--- src/rtl/mesh_host_ctrl.sv ---
// rtl/mesh_host_ctrl.sv - host-side initiator: preload weights, pulse start, wait done, stream result rows
// Optional feature macro: MESH_HOST_TIMEOUT_EN (WAIT-state watchdog driving sticky err_timeout)
module mesh_host_ctrl #(
    parameter int DW             = 8,
    parameter int ROWS           = 4,
    parameter int COLS           = 4,
    parameter int ROW_W          = 2,
    parameter int COL_W          = 2,
    parameter int TO_W           = 8,
    parameter int TIMEOUT_CYCLES = 200
) (
    input  logic                   clk,
    input  logic                   rst,
    input  logic                   run_req,
    output logic                   busy,
    input  logic                   s_valid,
    output logic                   s_ready,
    input  logic [DW-1:0]          s_data,
    output logic                   preload_valid,
    output logic [ROW_W+COL_W-1:0] preload_addr,
    output logic [DW-1:0]          preload_data,
    output logic                   start,
    input  logic                   mesh_done,
    input  logic [ROWS*2*DW-1:0]   result_flat_in,
    output logic                   m_valid,
    input  logic                   m_ready,
    output logic [2*DW-1:0]        m_data,
    output logic                   m_last,
    output logic                   err_timeout
);
    localparam int NW  = ROWS * COLS;
    localparam int K_W = ROW_W + COL_W;
    localparam int RW  = 2 * DW;

    typedef enum logic [2:0] {
        S_IDLE,
        S_LOAD,
        S_START,
        S_WAIT,
        S_DRAIN
    } state_t;

    state_t              state;
    logic [K_W-1:0]      k;
    logic [ROW_W-1:0]    j;
    logic [ROW_W-1:0]    j_next;
    logic [ROWS*RW-1:0]  shadow;

    assign j_next = j + ROW_W'(1);

`ifdef MESH_HOST_TIMEOUT_EN
    logic [TO_W-1:0]     to_cnt;
`else
    // No watchdog: flag is constant low; the timeout parameters only feed this constant.
    assign err_timeout = 1'b0 & (TIMEOUT_CYCLES < (1 << TO_W));
`endif

    // Job sequencer: every output is a register updated alongside the state transition.
    always_ff @(posedge clk) begin
        if (rst) begin
            state         <= S_IDLE;
            busy          <= 1'b0;
            s_ready       <= 1'b0;
            preload_valid <= 1'b0;
            preload_addr  <= '0;
            preload_data  <= '0;
            start         <= 1'b0;
            m_valid       <= 1'b0;
            m_data        <= '0;
            m_last        <= 1'b0;
            k             <= '0;
            j             <= '0;
            shadow        <= '0;
`ifdef MESH_HOST_TIMEOUT_EN
            to_cnt        <= '0;
            err_timeout   <= 1'b0;
`endif
        end else begin
            case (state)
                S_IDLE: begin
                    if (run_req) begin
                        state   <= S_LOAD;
                        busy    <= 1'b1;
                        s_ready <= 1'b1;
                        k       <= '0;
`ifdef MESH_HOST_TIMEOUT_EN
                        err_timeout <= 1'b0;
`endif
                    end
                end
                S_LOAD: begin
                    if (s_valid && s_ready) begin
                        preload_valid <= 1'b1;
                        preload_addr  <= {ROW_W'(k / K_W'(COLS)), COL_W'(k % K_W'(COLS))};
                        preload_data  <= s_data;
                        k             <= k + K_W'(1);
                        if (k == K_W'(NW - 1)) begin
                            s_ready <= 1'b0;
                            state   <= S_START;
                        end
                    end else begin
                        preload_valid <= 1'b0;
                    end
                end
                S_START: begin
                    // Entered while the last preload beat is on the bus; start follows it.
                    preload_valid <= 1'b0;
                    start         <= 1'b1;
                    state         <= S_WAIT;
`ifdef MESH_HOST_TIMEOUT_EN
                    to_cnt        <= '0;
`endif
                end
                S_WAIT: begin
                    start <= 1'b0;
                    // mesh_done takes priority over a watchdog expiry in the same cycle.
                    if (mesh_done) begin
                        shadow  <= result_flat_in;
                        j       <= '0;
                        m_valid <= 1'b1;
                        m_data  <= result_flat_in[RW-1:0];
                        m_last  <= (ROWS == 1);
                        state   <= S_DRAIN;
                    end
`ifdef MESH_HOST_TIMEOUT_EN
                    else if (to_cnt == TO_W'(TIMEOUT_CYCLES - 1)) begin
                        err_timeout <= 1'b1;
                        busy        <= 1'b0;
                        state       <= S_IDLE;
                    end else begin
                        to_cnt <= to_cnt + TO_W'(1);
                    end
`endif
                end
                S_DRAIN: begin
                    // m_data only advances on a handshake, so it holds through back-pressure.
                    if (m_ready) begin
                        if (m_last) begin
                            m_valid <= 1'b0;
                            m_last  <= 1'b0;
                            busy    <= 1'b0;
                            state   <= S_IDLE;
                        end else begin
                            j      <= j_next;
                            m_data <= shadow[int'(j_next) * RW +: RW];
                            m_last <= (j_next == ROW_W'(ROWS - 1));
                        end
                    end
                end
                default: begin
                    state <= S_IDLE;
                    busy  <= 1'b0;
                end
            endcase
        end
    end
endmodule
--- config.mk ---
export PLATFORM = sky130hd
export DESIGN_NAME = mesh_host_ctrl
export DESIGN_NICKNAME = d
export VERILOG_FILES = /design/src/rtl/mesh_host_ctrl.sv
export SDC_FILE = /design/constraint.sdc
export NUM_CORES = 1
export LEC_CHECK = 0
export ABC_AREA = 1
export CORE_MARGIN = 1.5
export CORE_UTILIZATION = 45
export DETAILED_ROUTE_END_ITERATION = 7
export PLACE_DENSITY = 0.85
export SYNTH_ARGS = -nofsm -noshare
export SYNTH_HDL_FRONTEND = slang
export SYNTH_SLANG_ARGS = --single-unit
--- constraint.sdc ---
create_clock -name clk -period 1.8 [get_ports clk]
set_input_delay 0.36 -clock clk [delete_from_list [all_inputs] [get_ports clk]]
set_output_delay 0.36 -clock clk [all_outputs]
set_load 0.005 [all_outputs]
# Word-level counts from Yosys, hierarchy flattened
# Cells that the tools add are included.
# totals
reg_bits	107
out_inout_bits	35
elab_cells	80
# classes
add_sub_neg	2
n_eq_ne	13
shifts	1
muxes	34
bitwise_logic	1
reduce_logical	16
# ops
cell	count
64-bit by 7-bit indexed part select with 16-bit output	1
16-bit two-way mux	3
16-bit case mux with 2 select lines	1
3-bit two-way mux	6
4-bit AND reduction	4
3-bit case mux with 5 select lines	1
2-bit != test, second input constant	7
1-bit two-way mux	10
1-bit case mux with 2 select lines	5
4-bit two-way mux	2
4-bit case mux with 2 select lines	1
2-bit nonzero test	4
3-bit by 2-bit equality test with 1-bit output, second input constant	2
2-bit two-way mux	3
3-bit AND reduction	2
6-bit AND reduction	1
4-bit by 1-bit adder with 4-bit output, second input constant	1
4-bit equality test, second input constant	1
2-bit case mux with 2 select lines	1
2-bit AND reduction	2
3-bit by 1-bit equality test with 1-bit output, second input constant	1
3-bit equality test, second input constant	1
3-bit logical NOT	1
1-bit case mux with 3 select lines	1
other kinds (5)	5

# Logic depth before layout (Yosys ltp)
# Gate-level depths: netlist of the first run.
# logic_depth
word_depth	5
mapped_depth	12
depth_no_buf	9

# Worst setup path after synthesis of the first run
# No wires, ideal clock.
# synth_timing
path_type	reg2reg
from	register j[0]
to	register m_data[10]
setup_ps	122
t_arrival_ps	1723
required_time_ps	1678
slack_ps	-44
path_stages_with_launch	11
path_buffers	3
period_less_slack_ps	1844
path_cell_list	dfxtp_1 buf_2 buf_2 inv_1 ha_1 clkbuf_1 inv_1 o211ai_1 nand3_1 o21ai_0 a21oi_1
# synth_between
elab_chain_cells	5
# synth_lines
item	line_no	text
start: declaration	45	logic [ROW_W-1:0] j;
start signal: assignment	144	j <= j_next;
2-bit by 1-bit adder with 2-bit output	49	assign j_next = j + ROW_W'(1);
64-bit by 7-bit indexed part select with 16-bit output	145	m_data <= shadow[int'(j_next) * RW +: RW];
16-bit two-way mux	138	if (m_last) begin
16-bit two-way mux	137	if (m_ready) begin
16-bit case mux with 2 select lines	79	case (state)
end signal: assignment	121	m_data <= result_flat_in[RW-1:0];
end signal: assignment	145	
end: declaration	27	output logic [2*DW-1:0] m_data,
# Every way passes these cells. The select of a mux whose other input is x is not followed.
# A chain may end at the register's enable or synchronous reset.

# Worst setup path in the final report of the first run
# layout_timing
from	register m_last
to	output port m_last
# layout_lines
item	line_no	text
start: declaration	28	output logic m_last,
start signal: assignment	122	m_last <= (ROWS == 1);
start signal: assignment	146	m_last <= (j_next == ROW_W'(ROWS - 1));
# No word-level cell between the ends.

==> results of run 1 <==
==> layout by cell type, fill, tap and decap left out, drive strengths merged, types with 4 or more instances in the layout <==
| master | instances |
|---|---|
| clkdlybuf4s50 | 111 |
| o211ai | 17 |
| o21ai | 68 |
| nand3 | 8 |
| clkinvlp | 4 |
| a21oi | 91 |
| inv | 71 |
| nand2 | 207 |
| dfxtp | 107 |
| nor2 | 70 |
| buf | 15 |
| clkbuf | 10 |
==> power breakdown <==
group	switching (mW)	total [mW]	internal, mW
registers	0.158	2.80	2.65
clock network	0.858	1.41	0.551
logic	1.01	1.85	0.839
total	2.02	6.06	4.04
==> worst max-delay path by stage <==
stage	from	end	slack (ps)	depth (start not counted)
after floorplan	j[0]$_SDFFE_PP0P_	m_data[2]$_SDFFE_PP0P_	50	12
after global placement	mesh_done	j[0]$_SDFFE_PP0P_	90	7
after detailed placement	mesh_done	j[0]$_SDFFE_PP0P_	40	7
after CTS	m_last$_SDFFE_PP0P_	m_last	160	1
after global routing	j[0]$_SDFFE_PP0P_	m_data[7]$_SDFFE_PP0P_	80	10
final	m_last$_SDFFE_PP0P_	m_last	160	1
==> kinds of logic after synthesis <==
| group | Yosys count | synth area share |
|---|---|---|
| DFF | 107 | 0.451 |
| and+or+nand+nor | 290 | 0.240 |
| other | 1 | 0.000789 |
| AOI/OAI and AO/OA | 177 | 0.197 |
| xor gates and xnor gates | 1 | 0.00184 |
| buffers and inverters | 114 | 0.104 |
| adders and majority gates | 2 | 0.00526 |
==> Yosys cell counts <==
master,number
nand4_1,2
nor3b_1,1
ha_1,2
xor2_1,1
nor2_2,2
buf_6,3
or2_2,1
nand2_1,204
clkbuf_1,22
nor2_1,68
inv_2,4
o21ai_2,1
nand3_1,6
a21oi_1,91
o211a_1,1
o21ai_0,67
nand2_2,3
inv_1,65
clkbuf_2,1
nor3_1,1
nand3_2,1
buf_2,11
conb_1,1
o211ai_1,17
buf_4,8
dfxtp_1,107
nand3_4,1
==> state kept, by name, summed over array words and instances, names as in the netlist, 2 cells and up <==
signal        count
j                 2
k                 4
m_data           16
preload_addr      4
preload_data      8
shadow           64
state             3
==> layer usage <==
layer / share of wire / global-route usage / up-vias
li1: - / - / 2372
met1: 0.47 / 0.306 / 2026
met2: 0.46 / 0.362 / 135
met3: 0.057 / 0.0396 / 11
met4: 0.011 / 0.0531 / 0
met5: 0 / 0 / -
==> worst reg2reg max path, stage by stage, from the launching register on <==
cell and delay, ps:
dfxtp_2 370, inv_1 50, ha_1 320, buf_12 180, a21oi_1 130, o21ai_0 170, nand2_1 90, nand2_1 50
nand2_1 60, nor2_1 40, nor2_1 70
==> cell type report <==
cell class,instances,area [sq um]
fill,923,4100
sequential,107,2140
multi-input combinational,471,2120
timing repair buffer,126,1300
inverter,69,259
tap,136,170
clock buffer,10,138
clock inverter,6,47.5
==> metrics by stage <==
stage / instances / setup slack, ps / util / hold WS [ps] / instance area (sq um)
floorplan: 692 / 54.0 / - / 429 / 4760
global placement: 909 / 86.0 / 0.583 / 439 / 5990
detailed placement: 909 / 37.8 / 0.583 / 445 / 5990
CTS: 925 / 159 / 0.601 / 460 / 6170
global route: 925 / 75.5 / 0.601 / 479 / 6170
finish: 925 / 163 / 0.601 / 459 / 6170
==> impl_metrics.ini, run 1 <==
[setup_path]
critPathCaptureType = primary output
regToRegEndpoint = m_data[7]$_SDFFE_PP0P_
slowest_delay_ps = 540
worstPathRequired_ps = 1440
cp-start-kind = flip-flop
critPathKind = reg2out
cp_slowest_cell = clkdlybuf4s50_1
cp_top_family = buffers and inverters
worst-path-max-fanout = 3
cp.arrival_ps = 1280
crit_chain = clkdlybuf4s50_1
worst-path-buf-inv = 1
rrSetupSlack_ps = 220
reg2reg_from = j[0]$_SDFFE_PP0P_
worstRegToRegCells = 10

[grt]
grt_max_degree = 80
antenna_found_initial = 0
grt.total_usage = 0.222
grt_remaining_overflow = 0
grt_pass1_wl_um = 20000
grt_pass1_vias = 4093

[synthesis]
synthCells = 692
avgSynthCellArea_sq_um = 6.87
ys_seq_area_frac = 0.451
synth-seq-cells = 107
netlist_area_sq_um = 4750
synthTopCellsByArea = dfxtp_1 45%, nand2_1 16%, a21oi_1 9.6%, o21ai_0 7.1%, nor2_1 5.4%
synth_top_area_frac = 0.451
syn_nets = 772
synth_warnings = 0
synth_area_leader_cell = dfxtp_1
synth.distinct_cells = 27

[power_and_ir_drop]
p_leak_nw = 2.50
power.total_mw = 6.06
irDropWorstVdd_mv = 0.620
p_per_area_nw_per_um2 = 981

[sta]
fmax_ghz = 0.611
rsz0062_at_grt = false
post-route-period-util = 0.909
period_needed_ps = 1640
slew_violations = 0
hold_violations = 0
fin_skew_ps = 11.3
finalSetupViolCount = 0
tns_ps = 0

[hold_path]
whs_path_depth = 2
holdPathEnd = shadow[34]$_SDFFE_PP0P_
hp-class = reg2reg
min_from = shadow[34]$_SDFFE_PP0P_

[layout]
nets = 864
area_delta_synth_final_pct = 29.9
diodes = 0
drive_above_1_share = 0.0583

[clocking]
postCtsSetupRepairBufs = 0
clock_sinks = 107
numCtsBuffers = 9
cts_resized = 0
cts_tree = done
clk_latency_ps = 380
root_buffer = clkbuf_8
htree_levels = 3
cts-hold-fix-buffers = 0
clk_pin_slew_worst_paths_ps = 100
clock_path_buffers = 2

[placement]
io_buffers = 111
gp_congestion = 0.827
hpwl_um = 8330

[outcome]
outcome = complete, no violations

[flow_run]
drv_cap = 0

[floorplan]
core_sq_um = 10300
start_util = 0.463
die_height_um = 106
ios = 113
rows = 37
fp.dieW_um = 106
dieArea_sq_um = 11200

[drt]
drt.antenna.violating_nets = 0
route.detailed.drc = 0
totalWireLength_um = 12200
wl_per_cell_um = 13.2
viasPerCell = 4.91
dr_total_vias = 4544
drt_iter0_markers = 251
first_pass_iters = 4
No activity file was read; power rests on OpenSTA's default activity.
==> run 2: changes to the inputs <==
--- a/config.mk
+++ b/config.mk
@@ -6,7 +6,7 @@
 export NUM_CORES = 1
 export LEC_CHECK = 0
 export ABC_AREA = 1
-export CORE_MARGIN = 1.5
+export CORE_MARGIN = 2
 export CORE_UTILIZATION = 45
 export DETAILED_ROUTE_END_ITERATION = 7
 export PLACE_DENSITY = 0.85
==> run 2 against run 1 <==
  * First-iteration DRC count up 31%
  * Worst hold slack about the same
  * Count of clock-buffer cells in the layout up 1
  * Setup slack worse by 4.9 ps
  * Global-route usage up 0.52 points
  * Critical path type unchanged
  * Critical endpoint unchanged
  * Highest routed layer unchanged
==> impl_metrics.ini, run 2 (synthesis gave the netlist of run 1 again) <==
[outcome]
outcome = complete, no violations

[drt]
drt_iter0_markers = 330
viasPerCell = 5.01
first_pass_iters = 5
wl_per_cell_um = 13.4
drt.antenna.violating_nets = 0
totalWireLength_um = 12500
dr_total_vias = 4646
route.detailed.drc = 0

[setup_path]
rrSetupSlack_ps = 220
cp_top_family = buffers and inverters
crit_chain = clkdlybuf4s50_1
cp_slowest_cell = clkdlybuf4s50_1
critPathCaptureType = primary output
regToRegEndpoint = m_data[6]$_SDFFE_PP0P_
cp-start-kind = flip-flop
reg2reg_from = j[0]$_SDFFE_PP0P_
cp.arrival_ps = 1280
worst-path-max-fanout = 3
slowest_delay_ps = 560
worstPathRequired_ps = 1440
worstRegToRegCells = 10
critPathKind = reg2out
worst-path-buf-inv = 1

[sta]
finalSetupViolCount = 0
fmax_ghz = 0.609
tns_ps = 0
hold_ws_ps = 459
period_needed_ps = 1640
slew_violations = 0
hold_violations = 0
post-route-period-util = 0.912
fin_skew_ps = 9.13
rsz0062_at_grt = false

[clocking]
cts-hold-fix-buffers = 0
clock_path_buffers = 2
clock_sinks = 107
cts_tree = done
root_buffer = clkbuf_8
clk_pin_slew_worst_paths_ps = 100
postCtsSetupRepairBufs = 0
numCtsBuffers = 9
clk_latency_ps = 370
htree_levels = 3
cts_resized = 0

[grt]
antenna_found_initial = 0
grt_remaining_overflow = 0
grt_pass1_wl_um = 20600
grt_max_degree = 83
grt_pass1_vias = 4209
grt.total_usage = 0.227

[placement]
gp_congestion = 0.815
io_buffers = 111
dpl_cell_area_sq_um = 6000
hpwl_um = 8750

[floorplan]
die_height_um = 107
core_sq_um = 10300
start_util = 0.463
fp.dieW_um = 107
ios = 113
rows = 37
dieArea_sq_um = 11400

[hold_path]
hp-class = reg2reg
whs_path_depth = 2
min_from = shadow[39]$_SDFFE_PP0P_
holdPathEnd = shadow[39]$_SDFFE_PP0P_

[layout]
largest_reg_flops = 64
reg.largest.list = shadow: 64 flops, m_data: 16 flops, preload_data: 8 flops
fillCellCount = 968
final_common_cell = nand2_1
diodes = 0
top_register = shadow
nets = 866
most-common-layout-cells = 203 x nand2_1, 111 x clkdlybuf4s50_1, 106 x dfxtp_1, 91 x a21oi_1, 68 x nor2_1
area_delta_synth_final_pct = 30.6
fin_area_sq_um = 6210
drive_above_1_share = 0.0594

[power_and_ir_drop]
p_per_area_nw_per_um2 = 992
p_leak_nw = 2.53
power.total_mw = 6.16
irDropWorstVdd_mv = 0.586

[flow_run]
drv_cap = 0
==> run 2: cell types whose count changed in the layout (fill, tap and decap cells not counted) <==
cell	change
buf_4	+2
clkbuf_1	+1
bufinv_16	+1
clkinvlp_4	-3
clkinv_2	+1
==> run 2: metal layers <==
layer  global-route usage  up-vias  share of wire  routed length [um]
met1                0.315     2108           0.45                5630
met3               0.0419       20          0.057                 704
met4               0.0714        0          0.020                 245
li1                     -     2384              -                   -
met5                    0        -              0                   0
met2                0.360      134           0.47                5870
==> run 2: area by class of cell <==
cell class / instances / area (sq um) / share of cell area
Clock inverter: 5 / 60.1 / 0.00968
Tap cell: 136 / 170 / 0.0274
Inverter: 69 / 259 / 0.0417
Timing Repair Buffer: 128 / 1310 / 0.212
Sequential cell: 107 / 2140 / 0.345
Multi-Input combinational cell: 471 / 2120 / 0.341
Clock buffer: 11 / 141 / 0.0228
==> run 2: worst register-to-register path: cells and delay by family, from the launching register on <==
kind            cells  cell delay [ps]
fa+ha+maj           1              320
compound gates      2              300
simple gates        5              330
flops               1              360
buf+inv             2              230
==> run 2: power breakdown <==
| part | switching [mW] | internal, mW |
|---|---|---|
| clock | 0.828 | 0.690 |
| combinational | 0.996 | 0.837 |
| sequential | 0.161 | 2.65 |
==> run 2: how the worst max path moves through the flow <==
stage | startpoint | to | slack, ps | cells past startpoint
final | m_last$_SDFFE_PP0P_ | m_last | 160 | 1
after global routing | j[0]$_SDFFE_PP0P_ | m_data[3]$_SDFFE_PP0P_ | 20 | 10
after CTS | m_last$_SDFFE_PP0P_ | m_last | 180 | 1
after detailed placement | mesh_done | m_data[1]$_SDFFE_PP0P_ | 60 | 7
after global placement | mesh_done | m_data[9]$_SDFFE_PP0P_ | 120 | 8
after floorplan | j[0]$_SDFFE_PP0P_ | m_data[2]$_SDFFE_PP0P_ | 50 | 12
==> run 2: metrics by stage <==
| stage | util | cells | setup WS, ps |
|---|---|---|---|
| 2_1_floorplan | - | 692 | 54.0 |
| 3_3_place_gp | 0.584 | 911 | 123 |
| 3_5_place_dp | 0.584 | 911 | 56.5 |
| 4_1_cts | 0.604 | 927 | 177 |
| 5_1_grt | 0.604 | 927 | 24.8 |
| 6_report | 0.604 | 927 | 158 |
